<file path="src/rtl/ex_result_if.sv">
// ex_result_if: handshake bundle between the ALU, the execute result stage and the
// memory/writeback stage.
//   in_*      : ALU -> stage (in_valid_i/in_ready_o handshake, result, rd fields)
//   out_*     : stage -> downstream (out_valid_o/out_ready_i handshake, head entry)
//   fwd_*     : decode-stage bypass view of the head entry (only with EX_FWD_EN)
// Modports: slave = the stage itself, master = its surroundings (ALU + downstream).
// Configuration macro: EX_FWD_EN adds the fwd_* signals.
interface ex_result_if #(
  parameter int unsigned DATA_W = 32,
  parameter int unsigned ADDR_W = 5
);
  logic              in_valid_i;
  logic              in_ready_o;
  logic [DATA_W-1:0] alu_result_i;
  logic              is_cmp_i;
  logic [ADDR_W-1:0] rd_addr_i;
  logic              rd_wren_i;

  logic              out_valid_o;
  logic              out_ready_i;
  logic [DATA_W-1:0] result_o;
  logic [ADDR_W-1:0] rd_addr_o;
  logic              rd_wren_o;

`ifdef EX_FWD_EN
  logic              fwd_valid_o;
  logic [ADDR_W-1:0] fwd_addr_o;
  logic [DATA_W-1:0] fwd_data_o;

  modport slave (
    input  in_valid_i, alu_result_i, is_cmp_i, rd_addr_i, rd_wren_i, out_ready_i,
    output in_ready_o, out_valid_o, result_o, rd_addr_o, rd_wren_o,
    output fwd_valid_o, fwd_addr_o, fwd_data_o
  );

  modport master (
    output in_valid_i, alu_result_i, is_cmp_i, rd_addr_i, rd_wren_i, out_ready_i,
    input  in_ready_o, out_valid_o, result_o, rd_addr_o, rd_wren_o,
    input  fwd_valid_o, fwd_addr_o, fwd_data_o
  );
`else
  modport slave (
    input  in_valid_i, alu_result_i, is_cmp_i, rd_addr_i, rd_wren_i, out_ready_i,
    output in_ready_o, out_valid_o, result_o, rd_addr_o, rd_wren_o
  );

  modport master (
    output in_valid_i, alu_result_i, is_cmp_i, rd_addr_i, rd_wren_i, out_ready_i,
    input  in_ready_o, out_valid_o, result_o, rd_addr_o, rd_wren_o
  );
`endif
endinterface

</file>
<file path="src/rtl/ex_result_stage.sv">
// ex_result_stage: execute-stage result register with a 2-entry skid buffer (main + skid).
// Captures the normalised ALU result, destination address and write enable and hands them
// downstream over valid/ready. in_ready_o is a flop, so there is no combinational path from
// out_ready_i back to the ALU.
// Ports:
//   clk_i       : clock, rising edge
//   rst_i       : asynchronous active-high reset
//   flush_i     : synchronous discard of both entries (highest priority)
//   bus         : ex_result_if.slave (input/output handshakes, optional fwd_* port)
//   stall_cnt_o : saturating count of cycles with out_valid_o=1 and out_ready_i=0
// Configuration macro: EX_FWD_EN drives fwd_valid_o/fwd_addr_o/fwd_data_o from the main entry.
module ex_result_stage #(
  parameter int unsigned DATA_W = 32,
  parameter int unsigned ADDR_W = 5
) (
  input  logic             clk_i,
  input  logic             rst_i,
  input  logic             flush_i,
  ex_result_if.slave       bus,
  output logic [15:0]      stall_cnt_o
);

  typedef enum logic [1:0] {StEmpty, StOne, StFull} state_e;

  state_e            state_q;
  logic              in_ready_q;
  logic [DATA_W-1:0] main_result_q, skid_result_q;
  logic [ADDR_W-1:0] main_addr_q, skid_addr_q;
  logic              main_wren_q, skid_wren_q;
  logic [15:0]       stall_cnt_q;

  logic              out_valid;
  logic              accept, send;
  logic [DATA_W-1:0] cap_result;
  logic              cap_wren;

  always_comb begin
    out_valid = (state_q != StEmpty);
    accept    = bus.in_valid_i & in_ready_q;
    send      = out_valid & bus.out_ready_i;
    // Compare ops only produce bit 0; x0 is never a real write target.
    cap_result = bus.is_cmp_i ? {{(DATA_W-1){1'b0}}, bus.alu_result_i[0]} : bus.alu_result_i;
    cap_wren   = bus.rd_wren_i & (bus.rd_addr_i != '0);
  end

  always_ff @(posedge clk_i or posedge rst_i) begin
    if (rst_i) begin
      state_q       <= StEmpty;
      in_ready_q    <= 1'b1;
      main_result_q <= '0;
      main_addr_q   <= '0;
      main_wren_q   <= 1'b0;
      skid_result_q <= '0;
      skid_addr_q   <= '0;
      skid_wren_q   <= 1'b0;
      stall_cnt_q   <= '0;
    end else begin
      if (out_valid && !bus.out_ready_i && (stall_cnt_q != 16'hFFFF)) begin
        stall_cnt_q <= stall_cnt_q + 16'd1;
      end

      if (flush_i) begin
        state_q       <= StEmpty;
        in_ready_q    <= 1'b1;
        main_result_q <= '0;
        main_addr_q   <= '0;
        main_wren_q   <= 1'b0;
        skid_result_q <= '0;
        skid_addr_q   <= '0;
        skid_wren_q   <= 1'b0;
      end else begin
        unique case (state_q)
          StEmpty: begin
            if (accept) begin
              main_result_q <= cap_result;
              main_addr_q   <= bus.rd_addr_i;
              main_wren_q   <= cap_wren;
              state_q       <= StOne;
            end
          end
          StOne: begin
            if (accept && send) begin
              main_result_q <= cap_result;
              main_addr_q   <= bus.rd_addr_i;
              main_wren_q   <= cap_wren;
            end else if (accept) begin
              skid_result_q <= cap_result;
              skid_addr_q   <= bus.rd_addr_i;
              skid_wren_q   <= cap_wren;
              state_q       <= StFull;
              in_ready_q    <= 1'b0;
            end else if (send) begin
              state_q <= StEmpty;
            end
          end
          StFull: begin
            // in_ready_q is 0 here, so only a send can change anything.
            if (send) begin
              main_result_q <= skid_result_q;
              main_addr_q   <= skid_addr_q;
              main_wren_q   <= skid_wren_q;
              state_q       <= StOne;
              in_ready_q    <= 1'b1;
            end
          end
          default: begin
            state_q    <= StEmpty;
            in_ready_q <= 1'b1;
          end
        endcase
      end
    end
  end

  assign bus.in_ready_o  = in_ready_q;
  assign bus.out_valid_o = out_valid;
  assign bus.result_o    = main_result_q;
  assign bus.rd_addr_o   = main_addr_q;
  assign bus.rd_wren_o   = main_wren_q;
  assign stall_cnt_o     = stall_cnt_q;

`ifdef EX_FWD_EN
  assign bus.fwd_valid_o = out_valid & main_wren_q;
  assign bus.fwd_addr_o  = main_addr_q;
  assign bus.fwd_data_o  = main_result_q;
`endif

endmodule

</file>
<file path="src/flat_wrapper.sv">
// flat-port wrapper written by rule: the top's interface ports become plain ports
module ex_result_stage_flat 
#(
  parameter int unsigned DATA_W = 32,
  parameter int unsigned ADDR_W = 5
)
  (clk_i, rst_i, flush_i, stall_cnt_o, bus_in_valid_i, bus_alu_result_i, bus_is_cmp_i, bus_rd_addr_i, bus_rd_wren_i, bus_out_ready_i, bus_in_ready_o, bus_out_valid_o, bus_result_o, bus_rd_addr_o, bus_rd_wren_o);
  ex_result_if #(.DATA_W(DATA_W), .ADDR_W(ADDR_W)) bus_i ();
  input  logic clk_i;
  input  logic rst_i;
  input  logic flush_i;
  output logic [15:0] stall_cnt_o;
  input wire logic [$bits(bus_i.in_valid_i)-1:0] bus_in_valid_i;
  input wire logic [$bits(bus_i.alu_result_i)-1:0] bus_alu_result_i;
  input wire logic [$bits(bus_i.is_cmp_i)-1:0] bus_is_cmp_i;
  input wire logic [$bits(bus_i.rd_addr_i)-1:0] bus_rd_addr_i;
  input wire logic [$bits(bus_i.rd_wren_i)-1:0] bus_rd_wren_i;
  input wire logic [$bits(bus_i.out_ready_i)-1:0] bus_out_ready_i;
  output wire logic [$bits(bus_i.in_ready_o)-1:0] bus_in_ready_o;
  output wire logic [$bits(bus_i.out_valid_o)-1:0] bus_out_valid_o;
  output wire logic [$bits(bus_i.result_o)-1:0] bus_result_o;
  output wire logic [$bits(bus_i.rd_addr_o)-1:0] bus_rd_addr_o;
  output wire logic [$bits(bus_i.rd_wren_o)-1:0] bus_rd_wren_o;
  assign bus_i.in_valid_i = bus_in_valid_i;
  assign bus_i.alu_result_i = bus_alu_result_i;
  assign bus_i.is_cmp_i = bus_is_cmp_i;
  assign bus_i.rd_addr_i = bus_rd_addr_i;
  assign bus_i.rd_wren_i = bus_rd_wren_i;
  assign bus_i.out_ready_i = bus_out_ready_i;
  assign bus_in_ready_o = bus_i.in_ready_o;
  assign bus_out_valid_o = bus_i.out_valid_o;
  assign bus_result_o = bus_i.result_o;
  assign bus_rd_addr_o = bus_i.rd_addr_o;
  assign bus_rd_wren_o = bus_i.rd_wren_o;
  ex_result_stage #(.DATA_W(DATA_W), .ADDR_W(ADDR_W)) u_core (.clk_i(clk_i), .rst_i(rst_i), .flush_i(flush_i), .bus(bus_i), .stall_cnt_o(stall_cnt_o));
endmodule
</file>
<file path="config.mk">
export PLATFORM = sky130hd
export DESIGN_NAME = ex_result_stage_flat
export DESIGN_NICKNAME = d
export VERILOG_FILES = /design/src/rtl/ex_result_if.sv /design/src/rtl/ex_result_stage.sv /design/src/flat_wrapper.sv
export SDC_FILE = /design/constraint.sdc
export NUM_CORES = 1
export LEC_CHECK = 0
export CORE_ASPECT_RATIO = 1.5
export CORE_MARGIN = 2
export CORE_UTILIZATION = 45
export CTS_BUF_LIST = sky130_fd_sc_hd__clkbuf_16
export CTS_CLUSTER_DIAMETER = 40
export DETAILED_ROUTE_END_ITERATION = 12
export PLACE_DENSITY = 0.75
export SLEW_MARGIN = 20
export SYNTH_ARGS = -nofsm -noshare
export SYNTH_HDL_FRONTEND = slang
export SYNTH_SLANG_ARGS = --single-unit
</file>
<file path="constraint.sdc">
create_clock -name clk_i -period 7.1 [get_ports clk_i]
set_input_delay 2.13 -clock clk_i [delete_from_list [all_inputs] [get_ports clk_i]]
set_output_delay 2.13 -clock clk_i [all_outputs]
set_load 0.05 [all_outputs]
</file>
== Word level (Yosys, flattened, before mapping) ==
Cells that the tools add are included.
Widths: inputs -> output; s select.

* Register bits: 95
* Latch bits: 0
* Bits in writable memories: 0
* ROM bits: 0
* Input port bits: 44
* Logic and storage cells: 75
* Memories: 0

* Add/subtract/negate cells: 1
* Multipliers: 0
* Div/mod/pow operators: 0
* Order comparisons: 0
* Eq/ne operators: 11
* Shifts and indexed selects: 0
* Multiplexer cells: 37
* Bitwise logic cells: 3
* Reductions and logical operators: 14

{| class="wikitable"
|+ Operators with widths
! kind !! count
|-
| $mux 32 || 8
|-
| $pmux 32 s3 || 1
|-
| $mux 5 || 7
|-
| $add 16x1->16 const B || 1
|-
| $ne 16x16->1 const B || 1
|-
| $pmux 5 s3 || 1
|-
| $mux 2 || 6
|-
| $ne 3x2->1 const B || 4
|-
| $reduce_and 4->1 || 3
|-
| $mux 1 || 11
|-
| $pmux 1 s3 || 2
|-
| $pmux 2 s3 || 1
|-
| $reduce_bool 2->1 || 3
|-
| $reduce_bool 5->1 || 1
|-
| $ne 2x2->1 const B || 2
|-
| $ne 4x2->1 const B || 1
|-
| $reduce_bool 4->1 || 1
|-
| $and 1x1->1 || 3
|-
| $logic_and 1x1->1 || 3
|-
| $ne 3x3->1 const B || 1
|-
| $reduce_and 3->1 || 1
|-
| $eq 2x1->1 const B || 1
|-
| $eq 2x2->1 const B || 1
|-
| $logic_not 2->1 || 1
|-
| $logic_not 1->1 || 1
|}

== Depth between registers and ports, before layout ==
* Depth after elaboration: 7
* Mapped depth: 9
* Mapped depth without buffers: 7

== Worst setup path after synthesis ==
No wires, ideal clock.

* Kind: reg2out
* Start point: register u_core.state_q[0]
* End point: output bus_out_valid_o
* Data arrival time: 1150 ps
* Required time: 4970 ps
* Setup slack: 3820 ps
* Stages on the path, launching flop included: 5
* Buffers on the path: 1
* Path through: dfrtp_1 -> inv_1 -> ha_1 -> clkbuf_1 -> inv_1

* Cells in the longest elaborated chain, start to end: 1

{| class="wikitable"
|+ RTL lines
! item !! line !! source
|-
| from (decl) || ex_result_stage.sv:25 || <nowiki>state_e state_q;</nowiki>
|-
| from (signal assigned) || ex_result_stage.sv:48 || <nowiki>state_q <= StEmpty;</nowiki>
|-
| from (signal assigned) || ex_result_stage.sv:63 || <nowiki>state_q <= StEmpty;</nowiki>
|-
| from (signal assigned) || ex_result_stage.sv:78 || <nowiki>state_q <= StOne;</nowiki>
|-
| $reduce_bool 2->1 || ex_result_stage.sv:38 || <nowiki>out_valid = (state_q != StEmpty);</nowiki>
|-
| to (decl) || flat_wrapper.sv:20 || <nowiki>output wire logic [$bits(bus_i.out_valid_o)-1:0] bus_out_valid_o;</nowiki>
|}

Every way passes these cells.

== Worst setup path after layout ==
Ends and elaborated chain as after synthesis.

==> flow_summary.ini <==
[status]
outcome = complete, no violations

[pwr]
powerDensity_mw_per_mm2 = 373
total_power_mw = 2.21
power.internal_mw = 1.26
switching_power_mw = 0.959
swShare_pct = 43.3
power.share.clock_pct = 21.0
comb_power_share_pct = 46.4
peakVddDrop_mv = 0.264
p_leak_nw = 2.38
seqPwrFrac_pct = 32.6

[global_routing]
grt_overflow = 0
grt_pass1_vias = 3609
grt.total_usage_pct = 19.9
grt_pass1_wl_mm = 17.7
grt_start_max_net_pins = 80
grt_antenna_before_repair = 0

[setup_path]
crit_arrival_ns = 2.10
crit_type = flop to primary output
r2r_setup_slack_ns = 4.51
rr_startpoint = u_core.state_q[0]
worstSetupStartpoint = u_core.state_q[0]
reg2reg_to = u_core.bus.result_o[30]
critPathRequiredTime_ns = 4.97
reg2regPathDepth = 7
startpoint_type = flop
endpoint_kind = primary output
critPathMaxFanout = 8

[placed_design]
hpwl_mm = 6.74
io_buffers = 99
place_worst_setup_slack_ns = 2.71
dpl-instance-area_mm2 = 0.00565
gp_congestion = 0.831

[cells_and_area]
syn_to_final_growth_pct = 27.3
n_antenna_cell = 0
fin_nets = 600
final_area_mm2 = 0.00593
drive_above_1_share_pct = 6.33
layout_common_cells = clkdlybuf4s50_1, dfrtp_1, a21oi_1
final_common_cell = clkdlybuf4s50_1

[logic_synthesis]
synth_warnings = 0
synthAdderAreaFrac_pct = 1.88
seq_area_frac_synth_pct = 51.1
synth_xor_area_share_pct = 2.82
ys_seq_elements = 95
synth_simple_gate_area_share_pct = 21.9
async_flop_share_pct = 100
syn-num-nets = 529
synth_top_area_share_pct = 50.5
synth_top_family_by_area = simple AND/OR/NAND/NOR gates
synth_cell_type_count = 40
synth_enable_flop_cells = 0
syn_avg_cell_area_um2 = 9.75
synth_compound_area_share_pct = 16.4
synth_flop_cell = dfrtp_1
synth_area_mm2 = 0.00466
synth_area_leaders = dfrtp_1, a21oi_1, nand3b_1
yosys.area.top_type = dfrtp_1
synthMuxAreaShare_pct = 1.75
syn-instance-count = 478

[clock_network]
ctsRootBufferMaster = clkbuf_16
cts_hold_buf = 0
insertion_delay_ns = 0.34
cts_made_buffers = 9
cts_setup_buffers = 0
cts_buffer_depth = 2
cts_tree = done
h-tree-depth = 3
cts_resized = 0
cts.sinks = 95
clk_pin_slew_worst_paths_ns = 0.06

[timing]
setup_violations = 0
max_slew_margin_pct = 37.2
period_minus_slack_ns = 4.23
setup-tns-final_ns = 0
fmax_ghz = 0.237
worst_slew_pin_slew_ns = 0.942
hold_viol_final = 0
slew_violations = 0
rsz0062_at_grt = false
period_share_pct = 59.5
setup_ws_ns = 2.87
fin_skew_ns = 0.0124

[drt]
wl_mm = 10.9
num_vias = 3760
vias_per_cell = 5.61
drt-wirelength-per-cell_um = 16.2
postRouteAntennaNets = 0
drt_iter0_drc = 243
firstDrtPassIters = 4
drc = 0

[floorplanning]
core_area_mm2 = 0.0101
num_rows = 45
dieArea_mm2 = 0.0112
initial_utilization_pct = 46.2
chipHeight_um = 129
top_level_ports = 100
die_width_um = 87.1

[min_path]
min_to = u_core.stall_cnt_o[15]
hold_class = flop to flop
whs_path_depth = 1
min-delay-start = u_core.stall_cnt_o[15]

[run]
maxCapViolations = 0
==> synthesized netlist by cell type, types with 2 or more instances <==
cell type	instances
nand2_1	50
buf_6	2
and4_1	4
a211oi_2	10
buf_2	9
nor3b_1	31
xnor2_1	7
o21a_1	2
a211oi_1	29
inv_1	4
clkbuf_1	25
mux2i_1	7
a21oi_1	72
nand3_1	6
ha_1	7
nand4_1	5
dfrtp_1	94
nor2_1	52
xor2_1	8
buf_1	4
nand3b_1	31
==> cell families after synthesis <==
family,Yosys count
compound gates,119
xor+xnor,15
fa+ha+maj,7
buf+inv,45
flops,95
mux,8
simple gates,189
==> metrics by stage <==
stage	hold WS, ns	cells	utilization [%]
after floorplan	0.481	478	-
after global placement	0.490	655	56.0
after detailed placement	0.498	655	56.1
after CTS	0.506	670	58.8
after global routing	0.533	670	58.8
final	0.494	670	58.8
==> power groups by stage <==
stage	combinational, mW	sequential [mW]	clock, mW
after global placement	1.00	0.727	0
after floorplan	0.485	0.997	0
final	1.03	0.722	0.465
after detailed placement	1.03	0.730	0
after CTS	1.04	0.722	0.474
after global routing	1.11	0.734	0.494
==> layout make-up <==
| cell class | count | area [um2] |
|---|---|---|
| Inverter | 4 | 17.5 |
| Multi-Input combinational cell | 338 | 2110 |
| Sequential cell | 95 | 2380 |
| Clock buffer | 9 | 225 |
| Clock inverter | 6 | 53.8 |
| Tap cell | 117 | 146 |
| Timing Repair Buffer | 101 | 996 |
| Fill cell | 881 | 4150 |
==> how the worst max path moves through the flow <==
stage	slack [ns]	to	cells past startpoint
detailed placement	2.71	u_core.bus.result_o[21]	6
floorplan	2.49	u_core.bus.rd_addr_o[0]	1
global placement	2.82	u_core.bus.result_o[12]	6
finish	2.87	bus_out_valid_o	4
CTS	2.85	bus_out_valid_o	4
global route	2.77	bus_out_valid_o	4
==> layer usage <==
layer	share of wire, %	GRT usage (%)
met2	51	32.8
met5	0	0
met3	4.0	3.34
met4	1.7	8.55
met1	43	25.8
==> state kept, by name, summed over array words and instances, names as in the netlist <==
register               count
u_core.bus.result_o       32
u_core.skid_result_q      32
u_core.stall_cnt_o        16
u_core.bus.rd_addr_o       5
u_core.skid_addr_q         5
u_core.state_q             2
u_core.bus.in_ready_o      1
u_core.bus.rd_wren_o       1
u_core.skid_wren_q         1
==> worst max-delay path, cell delays in order (launching register included) <==
cell and delay (ns):
dfrtp_1 0.40, inv_1 0.13, ha_1 0.33, inv_1 0.10, clkdlybuf4s50_1 0.80
Note: power is estimated with default switching activity, not from simulation.
